===== config.mk =====
export PLATFORM = sky130hd
export DESIGN_NAME = ecg_stream_ctrl
export DESIGN_NICKNAME = d
export VERILOG_FILES = /design/src/rtl/ecg_stream_ctrl.sv
export SDC_FILE = /design/constraint.sdc
export NUM_CORES = 1
export LEC_CHECK = 0
export ABC_AREA = 1
export BUFFER_PORTS_ARGS = -buffer_cell sky130_fd_sc_hd__buf_2
export CORE_ASPECT_RATIO = 1.5
export CORE_MARGIN = 2
export CORE_UTILIZATION = 61
export CTS_CLUSTER_SIZE = 12
export DETAILED_ROUTE_END_ITERATION = 16
export PLACE_DENSITY_LB_ADDON = 0.05
export SLEW_MARGIN = 20
export SYNTH_ARGS = -nofsm -noshare
export SYNTH_HDL_FRONTEND = slang
export SYNTH_SLANG_ARGS = --single-unit

===== constraint.sdc =====
create_clock -name clk_i -period 3.8 [get_ports clk_i]
set_input_delay 0.57 -clock clk_i [delete_from_list [all_inputs] [get_ports clk_i]]
set_output_delay 0.57 -clock clk_i [all_outputs]
set_load 0.02 [all_outputs]

===== src/rtl/ecg_stream_ctrl.sv =====
// rtl/ecg_stream_ctrl.sv - run controller pacing ECG samples into the peak detector
// Fetches samples from sample RAM at a fixed period and queues detector R-R results.
module ecg_stream_ctrl #(
  parameter int RR_FIFO_DEPTH = 4,
  parameter int CLR_CYCLES    = 2,
  parameter int DRAIN_CYCLES  = 16,
  parameter int ADDR_W        = 12
) (
  input  logic              clk_i,
  input  logic              rst_i,
  input  logic              start_i,
  input  logic              abort_i,
  input  logic [ADDR_W-1:0] num_samples_i,
  input  logic [15:0]       pace_div_i,
  output logic              mem_rd_en_o,
  output logic [ADDR_W-1:0] mem_addr_o,
  input  logic [15:0]       mem_rd_data_i,
  output logic              det_rst_o,
  output logic [15:0]       det_sample_o,
  output logic              det_valid_o,
  input  logic              det_peak_i,
  input  logic [15:0]       det_rr_interval_i,
  input  logic              det_rr_valid_i,
  output logic [15:0]       rr_out_data_o,
  output logic              rr_out_valid_o,
  input  logic              rr_out_ready_i,
  output logic              busy_o,
  output logic              done_o,
  output logic [15:0]       peak_count_o,
  output logic              overflow_o
);

  localparam logic [2:0] S_IDLE  = 3'd0;
  localparam logic [2:0] S_CLEAR = 3'd1;
  localparam logic [2:0] S_FETCH = 3'd2;
  localparam logic [2:0] S_WAIT  = 3'd3;
  localparam logic [2:0] S_DRAIN = 3'd4;

  localparam int         FA         = (RR_FIFO_DEPTH > 2) ? $clog2(RR_FIFO_DEPTH) : 1;
  localparam logic [15:0] CLR_LAST   = 16'(CLR_CYCLES - 1);
  localparam logic [15:0] DRAIN_LAST = 16'(DRAIN_CYCLES - 1);

  logic [2:0]        state_q, state_d;
  logic [15:0]       tmr_q, tmr_d;
  logic [ADDR_W-1:0] cnt_q, cnt_d, num_q, cnt_inc;
  logic [15:0]       pace_q;
  logic              rd_q, done_q, det_valid_q, ovf_q;
  logic [15:0]       det_sample_q, peak_q;
  logic [15:0]       fifo_mem_q [RR_FIFO_DEPTH];
  logic [FA:0]       wr_ptr_q, rd_ptr_q;
  logic              idle, start_go, abort_go;
  logic              fifo_full, fifo_empty, pop, push, drop;

  assign idle     = (state_q == S_IDLE);
  assign start_go = idle && start_i;
  assign abort_go = !idle && abort_i;
  assign cnt_inc  = cnt_q + 1'b1;

  // tmr_q counts cycles spent in the current state; every transition rewinds it
  always_comb begin
    state_d = state_q;
    tmr_d   = tmr_q + 16'd1;
    cnt_d   = cnt_q;
    case (state_q)
      S_IDLE: begin
        tmr_d = '0;
        if (start_i) begin
          state_d = S_CLEAR;
          cnt_d   = '0;
        end
      end
      S_CLEAR: begin
        if (tmr_q == CLR_LAST) begin
          tmr_d   = '0;
          state_d = (num_q == '0) ? S_DRAIN : S_FETCH;
        end
      end
      S_FETCH: begin
        tmr_d   = '0;
        state_d = S_WAIT;
      end
      S_WAIT: begin
        if (tmr_q == pace_q - 16'd2) begin
          tmr_d   = '0;
          cnt_d   = cnt_inc;
          state_d = (cnt_inc == num_q) ? S_DRAIN : S_FETCH;
        end
      end
      S_DRAIN: begin
        if (tmr_q == DRAIN_LAST) begin
          tmr_d   = '0;
          state_d = S_IDLE;
        end
      end
      default: begin
        tmr_d   = '0;
        state_d = S_IDLE;
      end
    endcase
    if (abort_go) begin
      tmr_d   = '0;
      state_d = S_IDLE;
    end
  end

  assign fifo_empty = (wr_ptr_q == rd_ptr_q);
  assign fifo_full  = (wr_ptr_q[FA] != rd_ptr_q[FA]) &&
                      (wr_ptr_q[FA-1:0] == rd_ptr_q[FA-1:0]);
  assign pop        = !fifo_empty && rr_out_ready_i;
  // a full FIFO still accepts a result when the head leaves in the same cycle
  assign push       = !idle && det_rr_valid_i && (!fifo_full || pop);
  assign drop       = !idle && det_rr_valid_i && fifo_full && !pop;

  always_ff @(posedge clk_i) begin
    if (rst_i) begin
      state_q      <= S_IDLE;
      tmr_q        <= '0;
      cnt_q        <= '0;
      num_q        <= '0;
      pace_q       <= 16'd3;
      rd_q         <= 1'b0;
      done_q       <= 1'b0;
      det_valid_q  <= 1'b0;
      det_sample_q <= '0;
      peak_q       <= '0;
      ovf_q        <= 1'b0;
      wr_ptr_q     <= '0;
      rd_ptr_q     <= '0;
    end else begin
      state_q     <= state_d;
      tmr_q       <= tmr_d;
      cnt_q       <= cnt_d;
      done_q      <= (state_q == S_DRAIN) && (tmr_q == DRAIN_LAST) && !abort_go;
      rd_q        <= (state_q == S_FETCH) && !abort_go;
      det_valid_q <= rd_q && !abort_go;
      if (rd_q && !abort_go) det_sample_q <= mem_rd_data_i;
      if (start_go) begin
        num_q    <= num_samples_i;
        pace_q   <= (pace_div_i < 16'd3) ? 16'd3 : pace_div_i;
        peak_q   <= '0;
        ovf_q    <= 1'b0;
        wr_ptr_q <= '0;
        rd_ptr_q <= '0;
      end else begin
        if (!idle && det_peak_i && peak_q != 16'hFFFF) peak_q <= peak_q + 16'd1;
        if (drop) ovf_q <= 1'b1;
        if (pop)  rd_ptr_q <= rd_ptr_q + 1'b1;
        if (push) wr_ptr_q <= wr_ptr_q + 1'b1;
      end
    end
  end

  always_ff @(posedge clk_i) begin
    if (push) fifo_mem_q[wr_ptr_q[FA-1:0]] <= det_rr_interval_i;
  end

  assign mem_rd_en_o    = (state_q == S_FETCH);
  assign mem_addr_o     = cnt_q;
  assign det_rst_o      = idle || (state_q == S_CLEAR);
  assign det_sample_o   = det_sample_q;
  assign det_valid_o    = det_valid_q;
  assign rr_out_valid_o = !fifo_empty;
  assign rr_out_data_o  = fifo_empty ? 16'd0 : fifo_mem_q[rd_ptr_q[FA-1:0]];
  assign busy_o         = !idle;
  assign done_o         = done_q;
  assign peak_count_o   = peak_q;
  assign overflow_o     = ovf_q;

endmodule

* After elaboration in Yosys (flattened, before gate mapping)
Memory sizes are Yosys's and may differ from the RTL's. A register that Yosys moved wholly into a read port is not among the register bits.
Index checks and enable logic that the tools add are counted.
** Storage, ports and cells
- Register bits after elaboration :: 101
- Memories :: 1
- Output and inout port bits :: 67
- Bits of input ports :: 67
- Logic and storage cells :: 85
- Bits in writable memories :: 64
- Memory bits (read-only) :: 0
- Bits in latches :: 0
** Operators by class
- Muxes and demuxes :: 20
- Reduce and logical (&&, ||, !) cells :: 28
- Shift operators :: 0
- Add/subtract/negate cells :: 6
- $mul :: 0
- $lt $le $gt $ge :: 1
- Bitwise logic cells :: 0
- Div/mod/pow operators :: 0
- Equal/unequal tests :: 16
** Memory list
- fifo_mem_q :: words 4, width 16, read ports 1, clocked after Yosys merged registers in 1, write ports 1, RTL line 49 : logic [15:0] fifo_mem_q [RR_FIFO_DEPTH];
** Operator list (number)
- $mux W16 :: 5
- $pmux W16 S3 :: 1
- $add A16 B1 Y16 const B :: 2
- $mux W12 :: 2
- $pmux W12 S2 :: 1
- $mux W3 :: 6
- $eq A16 B1 Y1 const B :: 1
- $eq A16 B16 Y1 :: 1
- $eq A16 B4 Y1 const B :: 1
- $lt A16 B2 Y1 const B :: 1
- $ne A16 B16 Y1 const B :: 1
- $sub A16 B2 Y16 const B :: 1
- $pmux W3 S5 :: 1
- $logic_and A1 B1 Y1 :: 14
- $add A12 B1 Y12 const B :: 1
- $eq A12 B12 Y1 :: 1
- $logic_not A12 Y1 :: 1
- $ne A2 B2 Y1 const B :: 4
- $add A3 B1 Y3 const B :: 2
- $eq A3 B2 Y1 const B :: 2
- $logic_not A1 Y1 :: 5
- $mux W2 :: 2
- $reduce_and A4 Y1 :: 1
- $reduce_or A2 Y1 :: 2
- 10 further kinds :: 12

* Longest topological paths before layout
- Depth after elaboration :: 7
- Mapped depth :: 16
- Mapped depth without buffers :: 16

* Least setup slack after synthesis
No wires, ideal clock.
- Path kind :: reg-to-output
- From :: reg wr_ptr_q[0]
- To :: out rr_out_data_o[10]
- Required time :: 3.230 ns
- Stages on the path, launching flop included :: 8
- Buffers on the path :: 2
- Setup slack :: 1.691 ns
- Data arrival time :: 1.539 ns
- Path through :: dfxtp_1 inv_1 nand2_1 nand4_1 clkbuf_1 clkbuf_1 nand2_1 inv_1
** Between the ends
- Cells in the longest elaborated chain, start to end :: 2
** Ends and longest elaborated chain
- start, declared :: RTL line 50 : logic [FA:0] wr_ptr_q, rd_ptr_q;
- start signal, assigned :: RTL line 148 : if (push) wr_ptr_q <= wr_ptr_q + 1'b1;
- $eq A3 B3 Y1 :: RTL line 106 : assign fifo_empty = (wr_ptr_q == rd_ptr_q);
- $mux W16 :: RTL line 163 : assign rr_out_data_o = fifo_empty ? 16'd0 : fifo_mem_q[rd_ptr_q[FA-1:0]];
- end, declared :: RTL line 24 : output logic [15:0] rr_out_data_o,
No other way between the ends.

==> impl_metrics.toml <==
[outcome]
outcome = "finished, final reports clean"

[final_layout]
num_antenna_cells = 0
nNetsFinal = 1234
area.growth.synth_to_final_pct = 16.43
post_layout_nonfiller_instances = 1329
layout.cell_area.non_filler_sq_um = 9400
post_route_cells_drive_above_1_share_pct = 17.26

[grt]
grtUsageTotal_pct = 26.38
largest_net_degree_at_the_start_of_global_routing = 34
met1_capacity_usage_during_global_routing_pct = 30.23
grt_pass1_vias = 6821
grt_util_met3_pct = 4.383
grt_antenna_before_repair = 0
global_route.overflow_total = 0
top_usage_layer = "met2"
grt_first_pass_wirelength_mm = 30.56
gr-usage-met2_pct = 47.26

[worst_setup_path]
cp.arrival_ns = 2.37
timing.critical_path.cells = "buf_4 -> inv_1 -> nor2_1 -> o32ai_1 -> nand2_1 -> inv_1 -> buf_2"
slowest_stage = "sky130_fd_sc_hd__inv_1"
timing.critical_path.from_type = "flip-flop"
critPathKind = "flip-flop to output pin"
worstPathRequired_ns = 3.23
critPathMaxStageDelay_ns = 0.76
crit_path_max_fanout = 33
timing.critical_path.to_type = "output pin"
crit_path_frequent_cell = "sky130_fd_sc_hd__inv_1"

[timing]
timing_hold_violations_final = 0
worst_slew_margin_rel_pct = 33.64
fmax_ghz = 0.3400
rsz0062_at_grt = "no"
timing.setup.tns_ns = 0
finalSetupViolations = 0
finalCritPeriodShare_pct = 77.40
finClkSkew_ns = 0.01112
min_period_ns = 2.941
worst-slew-pin-transition_ns = 0.9943
finalMaxSlewViolations = 0

[placement]
dpl-instance-area_sq_um = 8857
dp_hpwl_mm = 13.62
gpl.final_weighted_congestion = 0.8673
placement.io_buffers = 133
place.detailed.instances = 1297

[clocking]
worst_skew_pair.late_latency_ns = 0.43
cts.repair.resized = 0
path_clk_slew_ns = 0.06
post-cts-setup-buffer-count = 0
cts_hold_repair.buffers = 0
clockBufferDepth = 2
root_buffer_cell = "sky130_fd_sc_hd__clkbuf_16"
cts_num_sinks = 167
tritoncts_clock_tree = "done"
cts_made_buffers = 17
h-tree-depth = 4

[floorplan]
die_area_sq_um = 14190
core-area_sq_um = 12950
die_width_um = 97.94
floorplan.rows = 51
fp.dieH_um = 144.9
ios = 134
initial_core_util_pct = 62.33

[detailed_routing]
final_antenna_net_count = 0
drt-total-wl_mm = 18.48
drt-vias-per-instance = 5.329
route.vias.total = 7082
drt-pass1-iter-count = 5
remaining_drc_errors = 0
detail_route.iter0.violations = 301
drt-wirelength-per-cell_um = 13.91

[synth]
ys_async_sr_fraction_pct = 0
synth.yosys.seq_area_share_pct = 49.34
postSynthNetCount = 1105
postSynthAreaPerCell_sq_um = 7.854
synth_edf_count = 64
ys_seq_elements = 167
synth_top_flop_cell = "sky130_fd_sc_hd__dfxtp_1"
yosys_warnings = 0
yosysUniqueCellTypes = 41
syn_inst = 1028
syn-cell-area_sq_um = 8074

[power]
vdd_drop_max_mv = 0.4312
power_density_nw_per_um2 = 555.4
power.static_leakage_nw = 4.135
power_mw = 5.221

[min_path]
worst_hold_path_type = "primary input to flip-flop"

[job]
drv.max_cap_violation_count = 0
-- worst max-delay path, delay by kind of cell, from the launching register on --
family,cells,cell delay [ns]
buffers and inverters,4,1.18
DFF,1,0.30
AOI/OAI and AO/OA,1,0.27
and+or+nand+nor,2,0.19
-- area by class of cell --
cell class	count	area, sq um
Sequential cell	167	3984
Fill cell	1104	3553
Multi-Input combinational cell	707	3480
Timing Repair Buffer	143	740.7
Inverter	121	454.2
Clock buffer	18	429.2
Tap cell	159	198.9
Clock inverter	14	113.9
-- synthesized netlist by cell type (11+ instances only) --
library cell                 n  area (sq um)
sky130_fd_sc_hd__nand2_1   207         777.0
sky130_fd_sc_hd__inv_1     115         431.7
sky130_fd_sc_hd__nor3_1     11         55.05
sky130_fd_sc_hd__nand4_1    18         112.6
sky130_fd_sc_hd__buf_2      11         55.05
sky130_fd_sc_hd__o32ai_1    16         140.1
sky130_fd_sc_hd__xor2_1     16         140.1
sky130_fd_sc_hd__edfxtp_1   64          1922
sky130_fd_sc_hd__nand3_1    59         295.3
sky130_fd_sc_hd__clkbuf_1   18         67.56
sky130_fd_sc_hd__a21oi_1    39         195.2
sky130_fd_sc_hd__nor2_1    194         728.2
sky130_fd_sc_hd__o21ai_0    65         325.3
sky130_fd_sc_hd__xnor2_1    18         157.7
sky130_fd_sc_hd__dfxtp_1   103          2062
-- through the flow --
| stage | setup slack (ns) | util [%] | hold WS (ns) |
|---|---|---|---|
| global route | 0.5868 | 72.57 | 0.3569 |
| finish | 0.8586 | 72.57 | 0.3473 |
| CTS | 0.8360 | 72.57 | 0.3349 |
| global placement | 1.358 | 68.38 | 0.4572 |
| detailed placement | 1.304 | 68.38 | 0.4681 |
| floorplan | 1.691 | - | 0.4426 |
-- layout by cell type (no fill, tap or decap), types with 4 or more instances in the layout --
master                      instances
sky130_fd_sc_hd__edfxtp_1          64
sky130_fd_sc_hd__nand3_1           59
sky130_fd_sc_hd__nor4_1             5
sky130_fd_sc_hd__nor3_1            11
sky130_fd_sc_hd__nor2_2             4
sky130_fd_sc_hd__ha_1              10
sky130_fd_sc_hd__nand4_1           18
sky130_fd_sc_hd__a21oi_1           39
sky130_fd_sc_hd__nand3b_1           4
sky130_fd_sc_hd__nand3_2            9
sky130_fd_sc_hd__nand2_1          207
sky130_fd_sc_hd__inv_6              5
sky130_fd_sc_hd__o21ai_0           65
sky130_fd_sc_hd__buf_4             10
sky130_fd_sc_hd__xor2_1            16
sky130_fd_sc_hd__o32ai_1           16
sky130_fd_sc_hd__inv_1            115
sky130_fd_sc_hd__dfxtp_1          103
sky130_fd_sc_hd__buf_2            133
sky130_fd_sc_hd__clkbuf_16         17
sky130_fd_sc_hd__inv_2              5
sky130_fd_sc_hd__nor2_1           194
sky130_fd_sc_hd__xnor2_1           18
-- registers in the layout (all words and copies together) (netlist names), named ones only --
name and flops:
done_o 1, mem_addr_o 12, num_q 12, rd_ptr_q 3, wr_ptr_q 3, tmr_q 16, overflow_o 1, fifo_mem_q 64
rd_q 1, det_sample_o 16, state_q 3, det_valid_o 1, pace_q 16, peak_count_o 16
-- where the power goes --
| group | switching (mW) | total (mW) | internal [mW] |
|---|---|---|---|
| sequential | 0.129 | 2.17 | 2.04 |
| combinational | 0.974 | 1.46 | 0.490 |
| clock | 0.740 | 1.59 | 0.852 |
| total | 1.84 | 5.22 | 3.38 |
-- final timing paths --
check                                  startpoint  slack [ns]                to  cells past startpoint
worst max-delay path                    flip-flop        0.86  rr_out_data_o[0]                      7
worst min-delay path            num_samples_i[11]        0.35         num_q[11]                      3
worst max register to register          pace_q[1]        1.31     mem_addr_o[6]                     12
worst min register to register        wr_ptr_q[2]        0.47       wr_ptr_q[2]                      1
-- layer usage --
metal  vias to the layer above  share of wire (%)
met1                      3230                 40
met4                         0                2.8
met5                         -                  0
li1                       3624                  -
met2                       187                 52
met3                        41                4.3
-- logic make-up after synthesis --
kind of cell               Yosys count  synth area share (%)
adders and majority gates           10                 1.550
buffers and inverters              154                 7.562
xor gates and xnor gates            35                 3.890
and+or+nand+nor                    524                 27.93
AOI/OAI and AO/OA                  138                 9.732
DFF                                167                 49.34
No activity file was read; power rests on OpenSTA's default activity.
